### src/rtl/npower_bus_arbiter.sv
// rtl/npower_bus_arbiter.sv - round-robin fetch/data bus arbiter with strobe watchdog
// Grants are held for the master's whole cyc tenure; stalled strobes are ended with an error pulse.
module npower_bus_arbiter #(
  parameter int AWID = 32,
  parameter int DWID = 32,
  parameter int TMO  = 255
) (
  input  logic              clk_i,
  input  logic              rst_i,
  input  logic              i_cyc_i,
  input  logic              i_stb_i,
  input  logic [DWID/8-1:0] i_sel_i,
  input  logic [AWID-1:0]   i_adr_i,
  output logic              i_ack_o,
  output logic              i_err_o,
  output logic [DWID-1:0]   i_dat_o,
  input  logic              d_cyc_i,
  input  logic              d_stb_i,
  input  logic              d_we_i,
  input  logic [DWID/8-1:0] d_sel_i,
  input  logic [AWID-1:0]   d_adr_i,
  input  logic [DWID-1:0]   d_dat_i,
  output logic              d_ack_o,
  output logic              d_err_o,
  output logic [DWID-1:0]   d_dat_o,
  output logic              cyc_o,
  output logic              stb_o,
  output logic              we_o,
  output logic [DWID/8-1:0] sel_o,
  output logic [AWID-1:0]   adr_o,
  output logic [DWID-1:0]   dat_o,
  input  logic              ack_i,
  input  logic              err_i,
  input  logic [DWID-1:0]   dat_i,
  output logic              icaccess_o,
  output logic              maccess_o
);

  localparam logic [1:0] ST_IDLE  = 2'd0;
  localparam logic [1:0] ST_GNT_I = 2'd1;
  localparam logic [1:0] ST_GNT_D = 2'd2;
  localparam logic [7:0] TMO_C    = 8'(TMO);

  logic [1:0] state;
  logic       last_d;
  logic [7:0] wd_cnt;
  logic       wd_err;

  // last_d=1 means the data master held the previous tenure
  always_ff @(posedge clk_i or posedge rst_i) begin
    if (rst_i) begin
      state  <= ST_IDLE;
      last_d <= 1'b0;
    end else begin
      case (state)
        ST_IDLE: begin
          if (i_cyc_i && d_cyc_i)
            state <= last_d ? ST_GNT_I : ST_GNT_D;
          else if (d_cyc_i)
            state <= ST_GNT_D;
          else if (i_cyc_i)
            state <= ST_GNT_I;
        end
        ST_GNT_I: begin
          if (!i_cyc_i) begin
            state  <= ST_IDLE;
            last_d <= 1'b0;
          end
        end
        ST_GNT_D: begin
          if (!d_cyc_i) begin
            state  <= ST_IDLE;
            last_d <= 1'b1;
          end
        end
        default: state <= ST_IDLE;
      endcase
    end
  end

  // Error pulse is registered so it lands exactly TMO cycles after the stall began
  always_ff @(posedge clk_i or posedge rst_i) begin
    if (rst_i) begin
      wd_cnt <= 8'd0;
      wd_err <= 1'b0;
    end else begin
      wd_err <= 1'b0;
      if (!stb_o || ack_i || err_i) begin
        wd_cnt <= 8'd0;
      end else if (wd_cnt + 8'd1 == TMO_C) begin
        wd_cnt <= 8'd0;
        wd_err <= 1'b1;
      end else begin
        wd_cnt <= wd_cnt + 8'd1;
      end
    end
  end

  always_comb begin
    cyc_o   = 1'b0;
    stb_o   = 1'b0;
    we_o    = 1'b0;
    sel_o   = '0;
    adr_o   = '0;
    dat_o   = '0;
    i_ack_o = 1'b0;
    i_err_o = 1'b0;
    i_dat_o = '0;
    d_ack_o = 1'b0;
    d_err_o = 1'b0;
    d_dat_o = '0;
    case (state)
      ST_GNT_I: begin
        cyc_o   = i_cyc_i;
        stb_o   = i_stb_i;
        sel_o   = i_sel_i;
        adr_o   = i_adr_i;
        i_ack_o = ack_i;
        i_err_o = err_i | wd_err;
        i_dat_o = dat_i;
      end
      ST_GNT_D: begin
        cyc_o   = d_cyc_i;
        stb_o   = d_stb_i;
        we_o    = d_we_i;
        sel_o   = d_sel_i;
        adr_o   = d_adr_i;
        dat_o   = d_dat_i;
        d_ack_o = ack_i;
        d_err_o = err_i | wd_err;
        d_dat_o = dat_i;
      end
      default: ;
    endcase
  end

  assign icaccess_o = (state == ST_GNT_I);
  assign maccess_o  = (state == ST_GNT_D);

endmodule

### config.mk
export PLATFORM = sky130hd
export DESIGN_NAME = npower_bus_arbiter
export DESIGN_NICKNAME = d
export VERILOG_FILES = /design/src/rtl/npower_bus_arbiter.sv
export SDC_FILE = /design/constraint.sdc
export NUM_CORES = 1
export LEC_CHECK = 0
export CAP_MARGIN = 20
export CORE_AREA = 8 8 105 107
export DETAILED_ROUTE_END_ITERATION = 10
export DIE_AREA = 0 0 113 115
export GPL_TIMING_DRIVEN = 0
export HOLD_SLACK_MARGIN = 0.08
export PLACE_DENSITY = 0.74
export SYNTH_ARGS = -nofsm -noshare
export SYNTH_HDL_FRONTEND = slang
export SYNTH_SLANG_ARGS = --single-unit
### constraint.sdc
create_clock -name clk_i -period 5.2 [get_ports clk_i]
set_clock_uncertainty 0.2 [all_clocks]
set_input_delay 0.78 -clock clk_i [delete_from_list [all_inputs] [get_ports clk_i]]
set_output_delay 0.78 -clock clk_i [all_outputs]
set_load 0.005 [all_outputs]
; Yosys cells after proc, flatten, opt, wreduce, memory -nomap -nowiden
; Cells that the tools add are included.
[classes]
n_eq_ne = 6
n_reduce_logical = 8
add_sub_neg = 1
n_bitwise = 1
n_mux = 26
[op_table]
columns = op, count
row1 = two-way mux 32 bit, 3
row2 = one-hot mux 32 bit (2 select lines), 1
row3 = two-way mux 8 bit, 2
row4 = two-way mux 2 bit, 6
row5 = two-way mux 1 bit, 9
row6 = adder 8 x 1 -> 8 bit (second input constant), 1
row7 = == test 8 bit (second input constant), 1
row8 = one-hot mux 4 bit (2 select lines), 1
row9 = one-hot mux 1 bit (2 select lines), 3
row10 = one-hot mux 2 bit (3 select lines), 1
row11 = AND reduction 3 bit, 2
row12 = != test 2 bit (second input constant), 2
row13 = != test 4 bit (second input constant), 1
row14 = == test 2 x 1 -> 1 bit (second input constant), 1
row15 = == test 2 bit (second input constant), 1
row16 = zero test 2 bit, 1
row17 = logical OR 1 bit, 2
row18 = nonzero test 2 bit, 1
row19 = logical AND 1 bit, 1
row20 = zero test 1 bit, 1
row21 = bitwise OR 1 bit, 1
[totals]
ff_bits = 12
inputBits = 145

; Longest topological paths before layout
; Gate-level depths: netlist of the first run.
[logic_depth]
depth_word = 6
mapped_depth = 8
mapped_depth_nobuf = 6

; Worst setup path before layout of the first run
; No wires, ideal clock.
[synth_path]
kind = reg2out
startpoint = reg state[1]
endpoint = out i_dat_o[22]
arrival_time_ns = 1.439
path_buffers = 3
slack_ns = 2.781
path_stages_with_launch = 7
t_required_ns = 4.220
cell_sequence = dfrtp_1 > inv_1 > ha_1 > buf_4 > clkbuf_1 > clkbuf_1 > and2_1
[synth_between]
elab_chain_cells = 2
[synth_rtl]
columns = element, line_no
row1 = start: declaration, 44  ; logic [1:0] state;
row2 = start signal: assignment, 58  ; state <= last_d ? ST_GNT_I : ST_GNT_D;
row3 = == test 2 x 1 -> 1 bit, n/a
row4 = via icaccess_o, 35  ; output logic icaccess_o,
row5 = two-way mux 32 bit, 112  ; case (state)
row6 = end: declaration, 16  ; output logic [DWID-1:0] i_dat_o,
; The timed path passes the listed nets, and every way through them passes these cells.

; Worst setup path in the final report of the first run
[layout_path]
startpoint = reg state[1]
endpoint = out i_dat_o[6]
[layout_between]
elab_chain_cells = 2
[layout_rtl]
columns = element, line_no
row1 = == test 2 x 1 -> 1 bit, 112
row2 = two-way mux 32 bit, 112
; Every way passes these cells.

==> results.txt, run 1 <==
Status: finished clean
Synth Area in Adders: 3.16%
Simple-gate share of the synthesized area: 49.6%
Most frequent cells in the layout: 285 x clkdlybuf4s50_1, 100 x and2_1, 38 x nor2b_1, 37 x a22oi_1, 22 x clkbuf_1
Critical Path Sink Type: output pin
DRT iter0 DRCs: 216
Resized cells post-CTS: 0
Synth top area cells: and2_1 32%, dfrtp_1 15%, a22oi_1 14%
Endpoint, Worst Hold: last_d
Dominant register cell in the synthesized netlist: dfrtp_1
DRC: 0
Worst Path Buf+Inv: 5
Crit-path max cell delay: 0.52 ns
Antenna violations before repair: 1
CTS tree: yes
Pre-CTS setup slack: 1.82 ns
Design Area, Final: 5020 sq um
Overflow after GRT: 0
Reg-to-reg critical path startpoint: state[1]
Commonest non-fill, non-tap cell in the layout: clkdlybuf4s50_1
Final wirelength: 13700 um
Largest family of logic cells by synthesized area: simple AND/OR/NAND/NOR gates
Clock-pin slew on the worst setup and hold paths: 0.05 ns
Cts hold-fix bufs: 0
Reg-to-reg setup timing slack: 3.06 ns
DIE WIDTH: 113 um
Syn Inst Count: 273
H-tree depth: 1
Max-slew headroom: 59.9%
Layout cells sized above 1: 2.32%
Clock sinks: 12
Synthesized flop and latch total: 12
Worst Hold Class: flip-flop to flip-flop
P&R area growth vs syn: 154%
Total GRT Usage: 19.6%
Setup violators final: 0
Rows: 36
Port Buf Inserts: 285
Initial Util: 20.9%
Most common cell on crit path: clkbuf_1
Hold Path Depth: 1
Post-synthesis cell type count: 31
Syn Area/Cell: 7.25 sq um
Core Area: 9460 sq um
Setup ws final: 1.60 ns
CP arrival: 2.62 ns
Die area: 13000 sq um
Worst-Skew Late Latency: 0.23 ns
CP max-delay cell: clkdlybuf4s50_1
Synthesized area: 1980 sq um
Final slew viol count: 0
Root buffer cell: clkbuf_8
Post-synth EDFFs: 0
Post-Syn Nets: 423
F_max: 278 MHz
Post-layout min period: 3.60 ns
Antenna viol nets, final: 0
CP Class: flip-flop to output pin
# IOs: 286
Synth top area share: 31.6%
HPWL Detailed: 12100 um
Critical Path RT: 4.22 ns
Leakage power: 1.83 nW
TritonCTS Buffers: 3
Hold Startpoint: last_d
Vias in the first global route: 3043
Post-Synth XOR/XNOR Area: 3.10%
Post-synth ARST share: 100%
Critical path's top delay family: buffers and inverters
RSZ-0062 raised after global routing: false
Worst reg-to-reg path cell count: 8
Crit Path Max Fanout: 10
GP Congestion: 0.856
Routed wire per std cell: 20.3 um
Post-synthesis mux area share: 0%
Compound-cell area share of the yosys netlist: 22.1%
Max clock buf depth: 2
Post-CTS setup buffers: 0
First-pass GRT wire length: 19600 um
Crit path launch type: flip-flop
Post-synthesis sequential area ratio: 15.2%
Largest net degree at the start of global routing: 13
Drt pass-1 iters: 4
Max IR drop VDD: 0.000141 V
Least-Margin Pin Slew: 0.602 ns
Setup TNS: 0 ns
NumNets Final: 713
Synth warnings: 0
Fin crit share: 69.3%
Pwr/cell area: 298 nW/um^2
Cell Area, Placed: 4970 sq um
Worst reg2reg path endpoint: wd_cnt[5]
Final Hold Fails: 0
Area leader, netlist: and2_1
Worst-path cell chain: inv_1 -> ha_1 -> buf_4 -> clkbuf_1 -> clkbuf_1 -> and2_1 -> clkdlybuf4s50_1
Total number of vias: 3037
Chip height: 115 um
Max cap viols: 0
Vias/cell: 4.49
==> metal layers <==
metal | global-route usage, % | vias to the layer above | wire length [um]
li1 | - | 1495 | -
met2 | 36.7 | 128 | 7280
met3 | 5.67 | 18 | 1070
met5 | 0 | - | 0
met1 | 21.4 | 1396 | 5090
met4 | 4.17 | 0 | 308
==> synth_stat cells, types with 3 or more instances <==
| cell | number |
|---|---|
| nor2b_1 | 38 |
| nand3_1 | 5 |
| xor2_1 | 4 |
| a22oi_1 | 37 |
| inv_1 | 6 |
| clkbuf_1 | 22 |
| nand2_1 | 5 |
| a211oi_1 | 7 |
| and2_1 | 100 |
| xnor2_1 | 3 |
| nand4_1 | 3 |
| dfrtp_1 | 12 |
| buf_2 | 3 |
| ha_1 | 5 |
==> cell type report <==
cell class,instances,area [sq um]
well taps,114,143
diodes,1,2.50
repair buffers,285,2850
fillers,878,4440
clock buffers,3,41.3
plain buffers,27,113
flip-flops and latches,12,300
multi-input cells,228,1540
inverters,6,22.5
==> worst max-delay path by stage <==
stage             start           to  slack, ns  depth (start not counted)
4_1_cts        state[1]   i_dat_o[6]       1.55                          7
6_report       state[1]   i_dat_o[6]       1.60                          7
5_1_grt        state[1]  i_dat_o[25]       1.39                          7
3_3_place_gp   state[1]  i_dat_o[30]       1.91                          7
2_1_floorplan  state[1]  i_dat_o[22]       2.78                          6
3_5_place_dp   state[1]   i_dat_o[6]       1.82                          7
==> sequential cells by signal, summed over array words and instances, names as in the netlist <==
register  cells
wd_err        1
state         2
last_d        1
wd_cnt        8
==> logic make-up after synthesis <==
family	Yosys count
flops	12
compound gates	57
xor+xnor	7
fa+ha+maj	5
buf+inv	33
simple gates	159
==> power by group <==
part	total (W)	internal, W	switching, W
Combinational	0.00130	0.000770	0.000530
Sequential	0.000111	0.000105	0.00000664
Clock	0.0000827	0.0000509	0.0000319
Total	0.00149	0.000926	0.000568
==> through the flow <==
step                utilization [%]  power [W]  hold WS (ns)  cells
global placement               52.6    0.00141         0.309    672
CTS                            53.0    0.00152         0.321    675
global route                   53.0    0.00162         0.363    676
finish                         53.0    0.00149         0.314    676
detailed placement             52.6    0.00143         0.307    672
floorplan                         -   0.000642         0.279    273
(Power assumes the default switching activity.)
==> inputs of run 2 (changes only) <==
--- a/config.mk
+++ b/config.mk
@@ -6,12 +6,12 @@
 export NUM_CORES = 1
 export LEC_CHECK = 0
 export CAP_MARGIN = 20
-export CORE_AREA = 8 8 105 107
+export CORE_AREA = 8 8 106 108
 export DETAILED_ROUTE_END_ITERATION = 10
-export DIE_AREA = 0 0 113 115
+export DIE_AREA = 0 0 114 116
 export GPL_TIMING_DRIVEN = 0
 export HOLD_SLACK_MARGIN = 0.08
-export PLACE_DENSITY = 0.74
+export PLACE_DENSITY = 0.72
 export SYNTH_ARGS = -nofsm -noshare
 export SYNTH_HDL_FRONTEND = slang
 export SYNTH_SLANG_ARGS = --single-unit
==> constraint.sdc (replaced) <==
create_clock -name clk_i -period 3.5 [get_ports clk_i]
set_clock_uncertainty 0.2 [all_clocks]
set_input_delay 0.525 -clock clk_i [delete_from_list [all_inputs] [get_ports clk_i]]
set_output_delay 0.525 -clock clk_i [all_outputs]
set_load 0.005 [all_outputs]
==> run 2 against run 1 <==
Against the previous run:
- total power up 51%
- cell count up 2.8%
- via count up 0.43%
- flip-flop and latch count unchanged
- combinational power up 49%
- core utilization down 0.15 points
- global-route usage down 0.16 points
- first-iteration DRC count down 35%
- highest routed layer unchanged
==> results.txt, run 2 (synthesis results as in run 1) <==
Fin crit share: 93.5%
Vias/cell: 4.39
HPWL Detailed: 12500 um
DRC: 0
Setup violators final: 0
Cell Area, Placed: 5000 sq um
Max-slew headroom: 63.6%
Rows: 36
Logic pwr share: 85.9%
Crit Path Max Fanout: 10
First-pass GRT wire length: 19600 um
Core Area: 9550 sq um
Crit-path max cell delay: 0.53 ns
Max IR drop VDD: 0.000186 V
Worst reg-to-reg path cell count: 8
Largest net degree at the start of global routing: 13
Largest registers: wd_cnt (8), state (2)
TritonCTS Buffers: 3
Root buffer cell: clkbuf_8
Pwr/cell area: 447 nW/um^2
GP Congestion: 0.879
Worst Hold Class: flip-flop to flip-flop
DIE WIDTH: 114 um
H-tree depth: 1
Largest register by flop count: wd_cnt
Initial Util: 20.7%
Total number of vias: 3050
Most frequent cells in the layout: 285 x clkdlybuf4s50_1, 100 x and2_1, 38 x nor2b_1, 37 x a22oi_1, 21 x clkbuf_1
Least-Margin Pin Slew: 0.547 ns
Clock sinks: 12
Overflow after GRT: 0
RSZ-0062 raised after global routing: false
Clock-pin slew on the worst setup and hold paths: 0.05 ns
DRT iter0 DRCs: 141
Resized cells post-CTS: 0
Seq pwr share: 7.4%
Antenna viol nets, final: 0
Worst-path cell chain: inv_1 -> ha_1 -> buf_4 -> clkbuf_1 -> clkbuf_1 -> and2_1 -> clkdlybuf4s50_1
Max clock buf depth: 2
Port Buf Inserts: 285
Commonest non-fill, non-tap cell in the layout: clkdlybuf4s50_1
Design Area, Final: 5050 sq um
Most common cell on crit path: clkbuf_1
Critical Path Sink Type: output pin
Post-CTS setup buffers: 0
Final wirelength: 14100 um
Total GRT Usage: 19.4%
Max cap viols: 0
Drt pass-1 iters: 4
CTS tree: yes
Final slew viol count: 0
Final Hold Fails: 0
Status: finished clean
Hold Path Depth: 1
Leakage power: 1.83 nW
Critical Path RT: 2.77 ns
Worst Hold Slack: 0.334 ns
Layout cells sized above 1: 2.50%
Reg area: 300 sq um
Chip height: 116 um
CP max-delay cell: clkdlybuf4s50_1
Area of the multi-input gates: 1540 sq um
# IOs: 286
Routed wire per std cell: 20.2 um
P&R area growth vs syn: 155%
Pint: 0.00140 W
Die area: 13200 sq um
Crit path launch type: flip-flop
Switching share of total power: 38.0%
NumNets Final: 712
F_max: 306 MHz
Clock Power Share: 6.7%
Cts hold-fix bufs: 0
CP Class: flip-flop to output pin
CP arrival: 2.55 ns
Antenna violations before repair: 1
Filler cells: 932
Setup TNS: 0 ns
Psw: 0.000859 W
Vias in the first global route: 3071
Post-layout min period: 3.27 ns
Largest register FFs: 8
Worst-Skew Late Latency: 0.25 ns
==> run 2: layout make-up <==
| type | count | area share, % |
|---|---|---|
| antenna | 1 | 0.0495 |
| tap | 133 | 3.29 |
| multi-input combinational | 228 | 30.5 |
| inverter | 6 | 0.446 |
| buffer | 26 | 2.16 |
| clock buffer | 4 | 1.09 |
| sequential | 12 | 5.95 |
| timing repair buffer | 285 | 56.5 |
==> run 2: worst paths after layout <==
check	startpoint	end	slack, ns
worst min register to register	last_d	last_d	0.33
worst min-delay path	last_d	last_d	0.33
min in group asynchronous	rst_i	wd_cnt[7]	0.38
worst max register to register	state[0]	wd_cnt[5]	1.24
max in group asynchronous	rst_i	wd_cnt[0]	2.40
worst max-delay path	state[1]	i_dat_o[6]	0.23
==> run 2: metal layers <==
layer / vias to the layer above / track usage [%] / routed length, um
li1: 1497 / - / -
met1: 1416 / 20.7 / 5320
met2: 117 / 37.2 / 7360
met3: 20 / 5.05 / 1090
met4: 0 / 4.79 / 289
met5: - / 0 / 0
==> run 2: power by group through the flow <==
stage,clock network [W],registers (W),logic [W]
after CTS,0.000155,0.000166,0.00197
final,0.000152,0.000167,0.00194
after global routing,0.000165,0.000167,0.00209
after floorplan,0,0.000166,0.000788
after global placement,0,0.000167,0.00193
after detailed placement,0,0.000168,0.00196
==> run 2: critical path: cells and delay by family (launching register included) <==
| kind | cells | cell delay [ns] |
|---|---|---|
| buffers and inverters | 5 | 1.56 |
| flip-flops | 1 | 0.38 |
| adder cells (fa/ha/maj) | 1 | 0.18 |
| AND/OR/NAND/NOR | 1 | 0.18 |
==> run 2: metrics by stage <==
step / util, % / power [W] / cells / setup WS [ns]
2_1_floorplan: - / 0.000953 / 273 / 1.34
3_3_place_gp: 52.3 / 0.00210 / 691 / 0.467
3_5_place_dp: 52.3 / 0.00213 / 691 / 0.425
4_1_cts: 52.9 / 0.00229 / 695 / 0.138
5_1_grt: 52.9 / 0.00242 / 695 / 0.0423
6_report: 52.9 / 0.00226 / 695 / 0.227
==> inputs of run 3 (changes only) <==
--- a/config.mk
+++ b/config.mk
@@ -12,6 +12,7 @@
 export GPL_TIMING_DRIVEN = 0
 export HOLD_SLACK_MARGIN = 0.08
 export PLACE_DENSITY = 0.72
+export RECOVER_POWER = 50
 export SYNTH_ARGS = -nofsm -noshare
 export SYNTH_HDL_FRONTEND = slang
 export SYNTH_SLANG_ARGS = --single-unit
==> run 3 against run 2 <==
Against the previous run:
- core utilization decreased by 0.14 points
- worst hold slack improved by 0.0063 ns
- critical endpoint unchanged
- maximum frequency increased by 0.43%
- via count grew 0.66%
- largest cell class unchanged
- design area down 0.27%
- register-to-register slack lost 0.17 ns
==> results.txt, run 3 (synthesis results as in run 1) <==
Status: finished clean
P&R area growth vs syn: 155%
Root buffer cell: clkbuf_8
Largest net degree at the start of global routing: 13
Largest registers: wd_cnt (8), state (2)
Fin crit share: 93.1%
Port Buf Inserts: 285
Antenna viol nets, final: 0
Vias/cell: 4.42
HPWL Detailed: 12500 um
Pwr/cell area: 441 nW/um^2
CP max-delay cell: clkdlybuf4s50_1
TritonCTS Buffers: 3
Crit path launch type: flip-flop
Rows: 36
Filler cells: 936
Overflow after GRT: 0
Setup TNS: 0 ns
Commonest non-fill, non-tap cell in the layout: clkdlybuf4s50_1
Max cap viols: 0
Drt pass-1 iters: 4
Max clock buf depth: 2
Chip height: 116 um
Final Hold Fails: 0
Total GRT Usage: 19.4%
Most frequent cells in the layout: 261 x clkdlybuf4s50_1, 65 x and2_1, 38 x a22oi_1, 38 x nor2b_1, 35 x and2_0
Area of the multi-input gates: 1530 sq um
Design Area, Final: 5040 sq um
Crit Path Max Fanout: 10
Crit-path max cell delay: 0.54 ns
NumNets Final: 712
# IOs: 286
First-pass GRT wire length: 19600 um
H-tree depth: 1
Layout cells sized above 1: 1.78%
DRT iter0 DRCs: 158
DIE WIDTH: 114 um
DRC: 0
Final wirelength: 14100 um
CP arrival: 2.53 ns
Cell Area, Placed: 5000 sq um
Worst-path cell chain: inv_1 -> ha_1 -> buf_4 -> clkbuf_1 -> clkbuf_1 -> and2_1 -> clkdlybuf4s50_1
Worst Hold Class: flip-flop to flip-flop
Critical Path Sink Type: output pin
Max-slew headroom: 63.7%
Final slew viol count: 0
Cts hold-fix bufs: 0
Initial Util: 20.7%
Clock-pin slew on the worst setup and hold paths: 0.05 ns
Setup violators final: 0
Total number of vias: 3070
RSZ-0062 raised after global routing: false
Die area: 13200 sq um
Final Util: 52.8%
Dpl cells: 691
CP Class: flip-flop to output pin
Max IR drop VDD: 0.000185 V
Resized cells post-CTS: 0
CTS tree: yes
Most common cell on crit path: clkbuf_1
Final Non-Filler Cells: 695
Worst-Skew Late Latency: 0.24 ns
Routed wire per std cell: 20.2 um
Vias in the first global route: 3071
F_max: 307 MHz
Least-Margin Pin Slew: 0.544 ns
Post-CTS setup buffers: 0
Post-layout min period: 3.26 ns
Critical Path RT: 2.77 ns
Largest register by flop count: wd_cnt
Clock sinks: 12
Reg area: 300 sq um
Leakage power: 1.86 nW
Largest register FFs: 8
Antenna violations before repair: 1
Core Area: 9550 sq um
GP Congestion: 0.879
==> run 3: cell count changes in the layout (fill, tap and decap cells not counted) <==
cell             delta
and2_0             +35
and2_1             -35
clkdlybuf4s50_1    -24
dlygate4sd3_1      +24
a21boi_0            +1
a21boi_2            -1
a21oi_1             +1
a21oi_2             -1
a22oi_1             +1
a22oi_2             -1
buf_2               -1
clkbuf_1            +1
==> run 3: cell type report <==
type / count / area share, %
flip-flops and latches: 12 / 5.96
clock buffers: 4 / 1.09
diodes: 1 / 0.0497
multi-input cells: 228 / 30.4
inverters: 6 / 0.447
repair buffers: 285 / 56.6
plain buffers: 26 / 2.14
well taps: 133 / 3.30
==> run 3: final timing paths <==
kind                          start    endpoint  slack [ns]  depth (start not counted)
hold reg to reg              last_d      last_d        0.34                          1
hold / removal               last_d      last_d        0.34                          1
setup reg to reg           state[0]   wd_cnt[5]        1.07                          8
min in group asynchronous     rst_i   wd_cnt[7]        0.52                          2
setup / recovery           state[1]  i_dat_o[6]        0.24                          7
max in group asynchronous     rst_i   wd_cnt[0]        2.27                          2
==> run 3: metrics by stage <==
step / hold slack [ns] / power, W / setup WS [ns]
final: 0.340 / 0.00222 / 0.242
after global routing: 0.353 / 0.00239 / 0.0525
after CTS: 0.327 / 0.00229 / 0.138
after detailed placement: 0.315 / 0.00213 / 0.425
after global placement: 0.311 / 0.00210 / 0.467
after floorplan: 0.190 / 0.000953 / 1.34
==> run 3: critical path, delay by kind of cell, from the launching register on <==
| kind | cells | cell delay (ns) |
|---|---|---|
| buffers and inverters | 5 | 1.56 |
| DFF | 1 | 0.38 |
| and+or+nand+nor | 1 | 0.18 |
| adders and majority gates | 1 | 0.17 |
==> run 3: routing by layer <==
layer  vias up  GRT usage (%)  routed length (um)
met1      1433           20.7                5350
met3        21           5.05                1060
met4         0           4.79                 287
met5         -              0                   0
met2       120           37.2                7370
li1       1496              -                   -
==> run 3: where the power goes <==
group / internal, W / switching (W) / leakage (nW) / total, W
combinational: 0.00111 / 0.000793 / 1.67 / 0.00190
sequential: 0.000156 / 0.0000107 / 0.163 / 0.000166
clock: 0.0000994 / 0.0000513 / 0.0288 / 0.000151
total: 0.00137 / 0.000855 / 1.86 / 0.00222
